## config.mk

```make
export PLATFORM = sky130hd
export DESIGN_NAME = seq_square
export DESIGN_NICKNAME = d
export VERILOG_FILES = /design/src/rtl/sq_pkg.sv /design/src/rtl/sq_shift_add_step.sv /design/src/rtl/seq_square.sv
export SDC_FILE = /design/constraint.sdc
export NUM_CORES = 1
export LEC_CHECK = 0
export CAP_MARGIN = 20
export CORE_ASPECT_RATIO = 1.2
export CORE_MARGIN = 4
export CORE_UTILIZATION = 30
export CTS_CLUSTER_SIZE = 25
export DETAILED_ROUTE_END_ITERATION = 8
export PLACE_DENSITY_LB_ADDON = 0.25
export SYNTH_ARGS = -nofsm -noshare
export SYNTH_HDL_FRONTEND = slang
export SYNTH_HIERARCHICAL = 1
export SYNTH_SLANG_ARGS = --single-unit
```

## constraint.sdc

```tcl
create_clock -name clk_i -period 2.7 [get_ports clk_i]
set_input_delay 0.54 -clock clk_i [delete_from_list [all_inputs] [get_ports clk_i]]
set_output_delay 0.54 -clock clk_i [all_outputs]
set_load 0.005 [all_outputs]
```

## src/rtl/sq_pkg.sv

```systemverilog
// Shared definitions for the sequential squarer.
// Contents:
//   SqWidth    default operand width
//   sq_state_e controller states (idle / iterating / result held)
package sq_pkg;

   localparam int unsigned SqWidth = 16;

   typedef enum logic [1:0] {
      StIdle = 2'd0,
      StCalc = 2'd1,
      StDone = 2'd2
   } sq_state_e;

endpackage

```

## src/rtl/sq_shift_add_step.sv

```systemverilog
// One combinational iteration of the shift-add multiply used by seq_square.
// Ports:
//   acc_i / acc_o       2*WIDTH-bit partial sum, current / next
//   mcand_i / mcand_o   2*WIDTH-bit shifted multiplicand, current / next
//   mplier_i / mplier_o WIDTH-bit multiplier, consumed LSB first, current / next
module sq_shift_add_step
   import sq_pkg::*;
#(
   parameter int unsigned WIDTH = SqWidth
) (
   input  logic [2*WIDTH-1:0] acc_i,
   input  logic [2*WIDTH-1:0] mcand_i,
   input  logic [WIDTH-1:0]   mplier_i,
   output logic [2*WIDTH-1:0] acc_o,
   output logic [2*WIDTH-1:0] mcand_o,
   output logic [WIDTH-1:0]   mplier_o
);

   always_comb begin
      acc_o    = mplier_i[0] ? (acc_i + mcand_i) : acc_i;
      mcand_o  = mcand_i << 1;
      mplier_o = mplier_i >> 1;
   end

endmodule

```

## src/rtl/seq_square.sv

```systemverilog
// Sequential shift-add squarer: out_sq_o = in_x_i * in_x_i, one multiplier bit per clock.
// Ports:
//   clk_i        rising-edge clock
//   rst_i        synchronous active-high reset
//   in_valid_i   operand valid           in_ready_o  operand accepted (idle, not in reset)
//   in_x_i       unsigned operand
//   out_valid_o  result valid            out_ready_i downstream takes the result
//   out_sq_o     2*WIDTH-bit square, stable while out_valid_o is high
//   busy_o       an operand is in flight (not idle, not in reset)
// Build option:
//   SQUARE_EARLY_EXIT_EN  finish as soon as the remaining multiplier bits are all zero;
//                         a zero operand completes at the accept edge. Undefined: every
//                         operand takes exactly WIDTH iterations.
module seq_square
   import sq_pkg::*;
#(
   parameter int unsigned WIDTH = SqWidth
) (
   input  logic               clk_i,
   input  logic               rst_i,
   input  logic               in_valid_i,
   output logic               in_ready_o,
   input  logic [WIDTH-1:0]   in_x_i,
   output logic               out_valid_o,
   input  logic               out_ready_i,
   output logic [2*WIDTH-1:0] out_sq_o,
   output logic               busy_o
);

   localparam int unsigned     CntW    = $clog2(WIDTH + 1);
   localparam logic [CntW-1:0] LastCnt = CntW'(WIDTH - 1);

   sq_state_e          state_q, state_d;
   logic [2*WIDTH-1:0] acc_q, acc_d;
   logic [2*WIDTH-1:0] mcand_q, mcand_d;
   logic [WIDTH-1:0]   mplier_q, mplier_d;
   logic [CntW-1:0]    cnt_q, cnt_d;
   logic [2*WIDTH-1:0] out_sq_q, out_sq_d;

   logic [2*WIDTH-1:0] acc_nxt;
   logic [2*WIDTH-1:0] mcand_nxt;
   logic [WIDTH-1:0]   mplier_nxt;

   sq_shift_add_step #(
      .WIDTH (WIDTH)
   ) u_step (
      .acc_i    (acc_q),
      .mcand_i  (mcand_q),
      .mplier_i (mplier_q),
      .acc_o    (acc_nxt),
      .mcand_o  (mcand_nxt),
      .mplier_o (mplier_nxt)
   );

   always_comb begin
      state_d  = state_q;
      acc_d    = acc_q;
      mcand_d  = mcand_q;
      mplier_d = mplier_q;
      cnt_d    = cnt_q;
      out_sq_d = out_sq_q;

      unique case (state_q)
         StIdle: begin
            if (in_valid_i) begin
               mcand_d  = {{WIDTH{1'b0}}, in_x_i};
               mplier_d = in_x_i;
               acc_d    = '0;
               cnt_d    = '0;
`ifdef SQUARE_EARLY_EXIT_EN
               if (in_x_i == '0) begin
                  out_sq_d = '0;
                  state_d  = StDone;
               end else begin
                  state_d  = StCalc;
               end
`else
               state_d  = StCalc;
`endif
            end
         end
         StCalc: begin
            acc_d    = acc_nxt;
            mcand_d  = mcand_nxt;
            mplier_d = mplier_nxt;
            cnt_d    = cnt_q + 1'b1;
            if (cnt_q == LastCnt) begin
               out_sq_d = acc_nxt;
               state_d  = StDone;
            end
`ifdef SQUARE_EARLY_EXIT_EN
            // No set bits left: the remaining iterations would not change acc.
            else if (mplier_nxt == '0) begin
               out_sq_d = acc_nxt;
               state_d  = StDone;
            end
`endif
         end
         StDone: begin
            if (out_ready_i) begin
               state_d = StIdle;
            end
         end
         default: state_d = StIdle;
      endcase
   end

   always_ff @(posedge clk_i) begin
      if (rst_i) begin
         state_q  <= StIdle;
         acc_q    <= '0;
         mcand_q  <= '0;
         mplier_q <= '0;
         cnt_q    <= '0;
         out_sq_q <= '0;
      end else begin
         state_q  <= state_d;
         acc_q    <= acc_d;
         mcand_q  <= mcand_d;
         mplier_q <= mplier_d;
         cnt_q    <= cnt_d;
         out_sq_q <= out_sq_d;
      end
   end

   // Handshake-facing status is forced low for as long as reset is asserted.
   assign in_ready_o  = (state_q == StIdle) && !rst_i;
   assign busy_o      = (state_q != StIdle) && !rst_i;
   assign out_valid_o = (state_q == StDone);
   assign out_sq_o    = out_sq_q;

endmodule

```

Word level (Yosys, flattened, before mapping)
Cells that the tools add are included.
{"block": "classes", "n_mux": 13, "n_eq_ne": 6, "n_reduce_logical": 9, "n_addsub": 2}
{"operator": "one-hot mux 32 bit (2 select lines)", "n": 2}
{"operator": "2-to-1 mux 32 bit", "n": 3}
{"operator": "adder 32 bit", "n": 1}
{"operator": "one-hot mux 16 bit (2 select lines)", "n": 1}
{"operator": "2-to-1 mux 16 bit", "n": 1}
{"operator": "one-hot mux 5 bit (2 select lines)", "n": 1}
{"operator": "2-to-1 mux 2 bit", "n": 3}
{"operator": "one-hot mux 2 bit (3 select lines)", "n": 1}
{"operator": "adder 5 x 1 -> 5 bit, second input constant", "n": 1}
{"operator": "equality test 5 x 4 -> 1 bit, second input constant", "n": 1}
{"operator": "2-to-1 mux 5 bit", "n": 1}
{"operator": "!= test 2 bit, second input constant", "n": 2}
{"operator": "AND reduction 2 bit", "n": 2}
{"operator": "nonzero test 2 bit", "n": 2}
{"operator": "AND reduction 3 bit", "n": 1}
{"operator": "equality test 2 x 1 -> 1 bit, second input constant", "n": 1}
{"operator": "equality test 2 bit, second input constant", "n": 1}
{"operator": "logical AND 1 bit", "n": 2}
{"operator": "logical NOT 2 bit", "n": 1}
{"operator": "!= test 2 x 1 -> 1 bit, second input constant", "n": 1}
{"operator": "logical NOT 1 bit", "n": 1}
{"block": "totals", "ff_bits": 119, "wordCells": 36}

Logic depth before layout (Yosys ltp)
{"block": "depth", "ltp_word": 3, "depth_mapped": 11}

By module
The synthesis kept the hierarchy.
{"module": "seq_square", "seq_area_each_um2": 2382.3, "area_per_inst_um2": 4626.9, "cells_per_inst": 536, "n_inst": 1}
{"module": "sq_shift_add_step", "seq_area_each_um2": 0.0, "area_per_inst_um2": 2596.2, "cells_per_inst": 370, "n_inst": 1}

Worst setup path after synthesis
Ideal clock, no wire load.
{"block": "synth_path", "path_type": "flip-flop to flip-flop", "start": "register acc_q[0]", "end": "register acc_q[28]", "path_slack_ns": 0.038, "path_stages_with_launch": 12, "required_ns": 2.572, "arrival_ns": 2.534, "synth_period_minus_slack_ns": 2.662, "n_path_buf": 0, "path_cell_list": "dfxtp_1 > ha_1 > fa_1 > a21oi_1 > nand4b_1 > a21oi_1 > o211ai_1 > nand3_1 > and3_1 > or4b_1 > a22oi_1 > nor2_1"}
{"block": "synth_via", "elab_chain_len": 3}
{"item": "start: declaration", "line": "seq_square.sv:34", "rtl": "logic [2*WIDTH-1:0] acc_q, acc_d;"}
{"item": "start signal: assignment", "line": "seq_square.sv:111", "rtl": "acc_q <= '0;"}
{"item": "start signal: assignment", "line": "seq_square.sv:118", "rtl": "acc_q <= acc_d;"}
{"item": "adder 32 bit", "line": "sq_shift_add_step.sv:20", "rtl": "acc_o = mplier_i[0] ? (acc_i + mcand_i) : acc_i;"}
{"item": "2-to-1 mux 32 bit", "line": "sq_shift_add_step.sv:20"}
{"item": "named net acc_nxt[28]", "line": "seq_square.sv:40", "rtl": "logic [2*WIDTH-1:0] acc_nxt;"}
{"item": "one-hot mux 32 bit (2 select lines)", "line": "seq_square.sv:63", "rtl": "unique case (state_q)"}
The timed path passes the listed nets, and every way through them passes these cells.
A chain may end at the register's enable or synchronous reset.

Final worst setup path
Ends and elaborated chain as after synthesis.

==> results by group <==
Setup path
  – CP Capture Type: flop
  – Worst path bufs/invs: 0
  – Arr. time, crit path: 2.96 ns
  – Slowest-stage cell, CP: or4b_4
  – Req. time, crit path: 2.98 ns
  – CP top delay family: simple AND/OR/NAND/NOR gates
  – Cell repeated most along the worst path: a21oi_2
  – Crit path max fanout: 3
  – Worst path cell trace: ha_4 -> fa_2 -> a21oi_2 -> nand4b_1 -> a21oi_2 -> o211ai_1 -> nand3_1 -> and3_1 -> or4b_4 -> a22oi_2 -> nor2_1
  – R2r setup slk: 0.02 ns
  – Crit path kind: flop to flop
  – CP max stage delay: 0.52 ns
  – Worst setup SP type: flop

Drt
  – DRC Markers: 0
  – Vias: 6,399
  – Via/cell ratio: ~5
  – Routed length per instance: 14.4 um
  – Drt first-iter violations: approximately 270
  – Detail Route Antenna Nets: 0
  – Overall routed net length: 18,800 um
  – 1st-pass router iterations: 4

Timing
  – Final worst path period need: 2.68 ns
  – Hold Slack: approximately 0.33 ns
  – RSZ-0062 raised after global routing: yes
  – Final number of hold-violating endpoints: 0
  – Setup skew after layout: approximately 0.011 ns
  – Finish-stage setup viols: 0
  – Relative slew slack: 52.9%
  – Fin worst setup slack: 0.0202 ns
  – Fin. max-slew vios: 0
  – Final worst-path cycle share: 99.3%
  – Slew @ Worst Pin: 0.707 ns
  – F_max: 0.373 GHz

Floorplan
  – Die Span Y: 178 um
  – IO Count: 55
  – Die area: 26,600 um2
  – Placeable Area: about 23,000 um2
  – Initial core utilization: 30.8%
  – Die Wd: 150 um
  – Num rows: 61

Layout
  – Register area: between 2000 and 2500 um2
  – Antenna diodes: 0
  – Most frequent cells in the layout: nor2_1 (106), a21oi_1 (104), buf_4 (104)
  – Area of the multi-input gates: 4400 um2
  – Share of post-route cells with drive strength above 1: 23.2%
  – Non-filler cells, final: 1,300
  – Final Cell Area: 9190 um2
  – Nets@finish: around 1,000
  – Filler Cells Inserted: 2,445
  – Area delta synth->final: 27.2%
  – Commonest non-fill, non-tap cell in the layout: nor2_1

Synth
  – FFs w/ async S/R, synth: 0%
  – Seq/Total Area, Yosys: roughly a third
  – Post-Syn Area: 7220 um2
  – Post-synthesis cell type count: 66
  – Number of synthesized flops with an enable pin: 0
  – Syn avg cell area: 7.97 um2
  – Seq cells post-synth: roughly 120
  – Post-synthesis cell count: approximately 910
  – Biggest area consumer among synthesized cells: dfxtp_1
  – Ys Warns: 6
  – Ys flop type: dfxtp_1
  – Dominant cells by area after synthesis: dfxtp_1 (33%), a21oi_1 (7.6%), buf_4 (6.5%), ha_1 (5.7%), nor2_1 (5.5%)
  – Yosys top cell area share: 33.0%

Clock tree
  – Clock Latency Late Sink: 0.42 ns
  – Clock sink total: between 100 and 150
  – H-tree level count: 4
  – Clk slew on worst S/H paths: 0.05 ns
  – CTS tree: done
  – Clock tree buffer depth: 2
  – Clock root buffer: clkbuf_16
  – CTS buffer count: 17
  – Hold buffer count at CTS: 0

GRT
  – M3 GR Usage: around 2.5%
  – M1 GR Usage: 17.8%
  – Antenna violations before repair: 0
  – First-pass GRT wire length: 30,400 um
  – Pin count of the biggest net entering global routing: a little over 60
  – GRT overflow: 0
  – Met2 global-route usage: 24.5%
  – Vias in the first global route: 6,071
  – Gr usage total: 14.2%
  – GR peak layer: met2

Run
  – Number of max-cap violations: 0

Power
  – Pwr/cell area: a little over 500 nW/um2
  – Tot Pwr: 4.73 mW
  – VDD IR max: roughly 0.43 mV
  – Leak: 3.60 nW

Place
  – Placer Congestion: approximately 0.85
  – HPWL Detailed: 13,400 um
  – Area of placed instances: between 8000 and 9000 um2
  – Post-Place Worst Slack: -0.163 ns
  – PortBufs: 54
  – Dpl cells: 1,263

Worst hold path
  – Hold WC Path Type: input port to flop

Run status
  – Status: finished clean
## per-layer routing
| layer | routed length [um] | vias to the layer above | share of wire, % |
|---|---|---|---|
| met3 | 544 | 25 | 2.9 |
| met5 | 0 | - | 0 |
| met2 | 9340 | 102 | 50 |
| met1 | 8530 | 2995 | 45 |
| met4 | 370 | 0 | 2.0 |
| li1 | - | 3277 | - |
## logic make-up after synthesis
group / after synthesis / synth area share, %
other cells: 1 / 0.0519
fa+ha+maj: 34 / 5.99
mux: 24 / 3.71
buf+inv: 122 / 10.6
simple gates: 350 / 23.9
xor+xnor: 24 / 2.91
flops: 119 / 33.0
compound gates: 232 / 19.8
## path summary, 6_finish.rpt
kind                 from  depth (start not counted)           end
max              acc_q[0]                         11     acc_q[28]
min                 rst_i                          2    state_q[1]
max reg2reg      acc_q[0]                         11     acc_q[28]
min reg2reg  out_sq_o[22]                          2  out_sq_o[22]
## repair_timing
action,4_1_cts,5_1_grt
pin swaps,12,28
resized for setup,21,45
setup endpoints to repair,11,23
buffers inserted,3,3
## cells in the mapped netlist, types with 3 or more instances
master	count
dfxtp_1	119
a21oi_1	110
nor2_1	106
nand2_1	95
buf_4	63
a22oi_1	49
nor3_1	39
ha_1	33
nand2b_1	27
clkbuf_1	22
mux2_2	22
o21ai_0	18
or3b_1	16
buf_2	15
xnor2_1	15
inv_1	10
nand3_1	10
nor2b_1	10
or2b_1	9
xor2_1	9
a21o_1	7
a31oi_1	7
and3_1	7
buf_6	7
nand4_1	7
a211oi_1	6
o21ai_1	5
o21bai_1	5
buf_1	4
nand3b_1	3
o211a_1	3
## registers in the layout (all words and copies together), names as in the netlist
signal    count
mcand_q      32
mplier_q     16
cnt_q         5
out_sq_o     32
state_q       2
acc_q        32
## where the power goes
group          leakage, nW  switching [mW]  internal [mW]
combinational         2.33           0.265          0.261
sequential           0.975          0.0653           1.82
clock                0.293           0.807           1.52
total                 3.60            1.14           3.59
## metrics by stage
stage / TNS [ns] / util (%)
2_1_floorplan: 0 / -
3_3_place_gp: -0.257 / 35.1
3_5_place_dp: -0.560 / 35.1
4_1_cts: -0.0133 / 38.4
5_1_grt: -0.517 / 39.2
6_report: 0 / 39.2
## area by class of cell
cell class                      instances  area share (%)
Sequential cell                       119            26.2
Clock inverter                          8            1.32
Inverter                               10           0.409
Tap cell                              315            4.29
Timing Repair Buffer                  159            14.7
Clock buffer                           23            5.20
Multi-Input combinational cell        666            47.9
No activity file was read; power rests on OpenSTA's default activity.
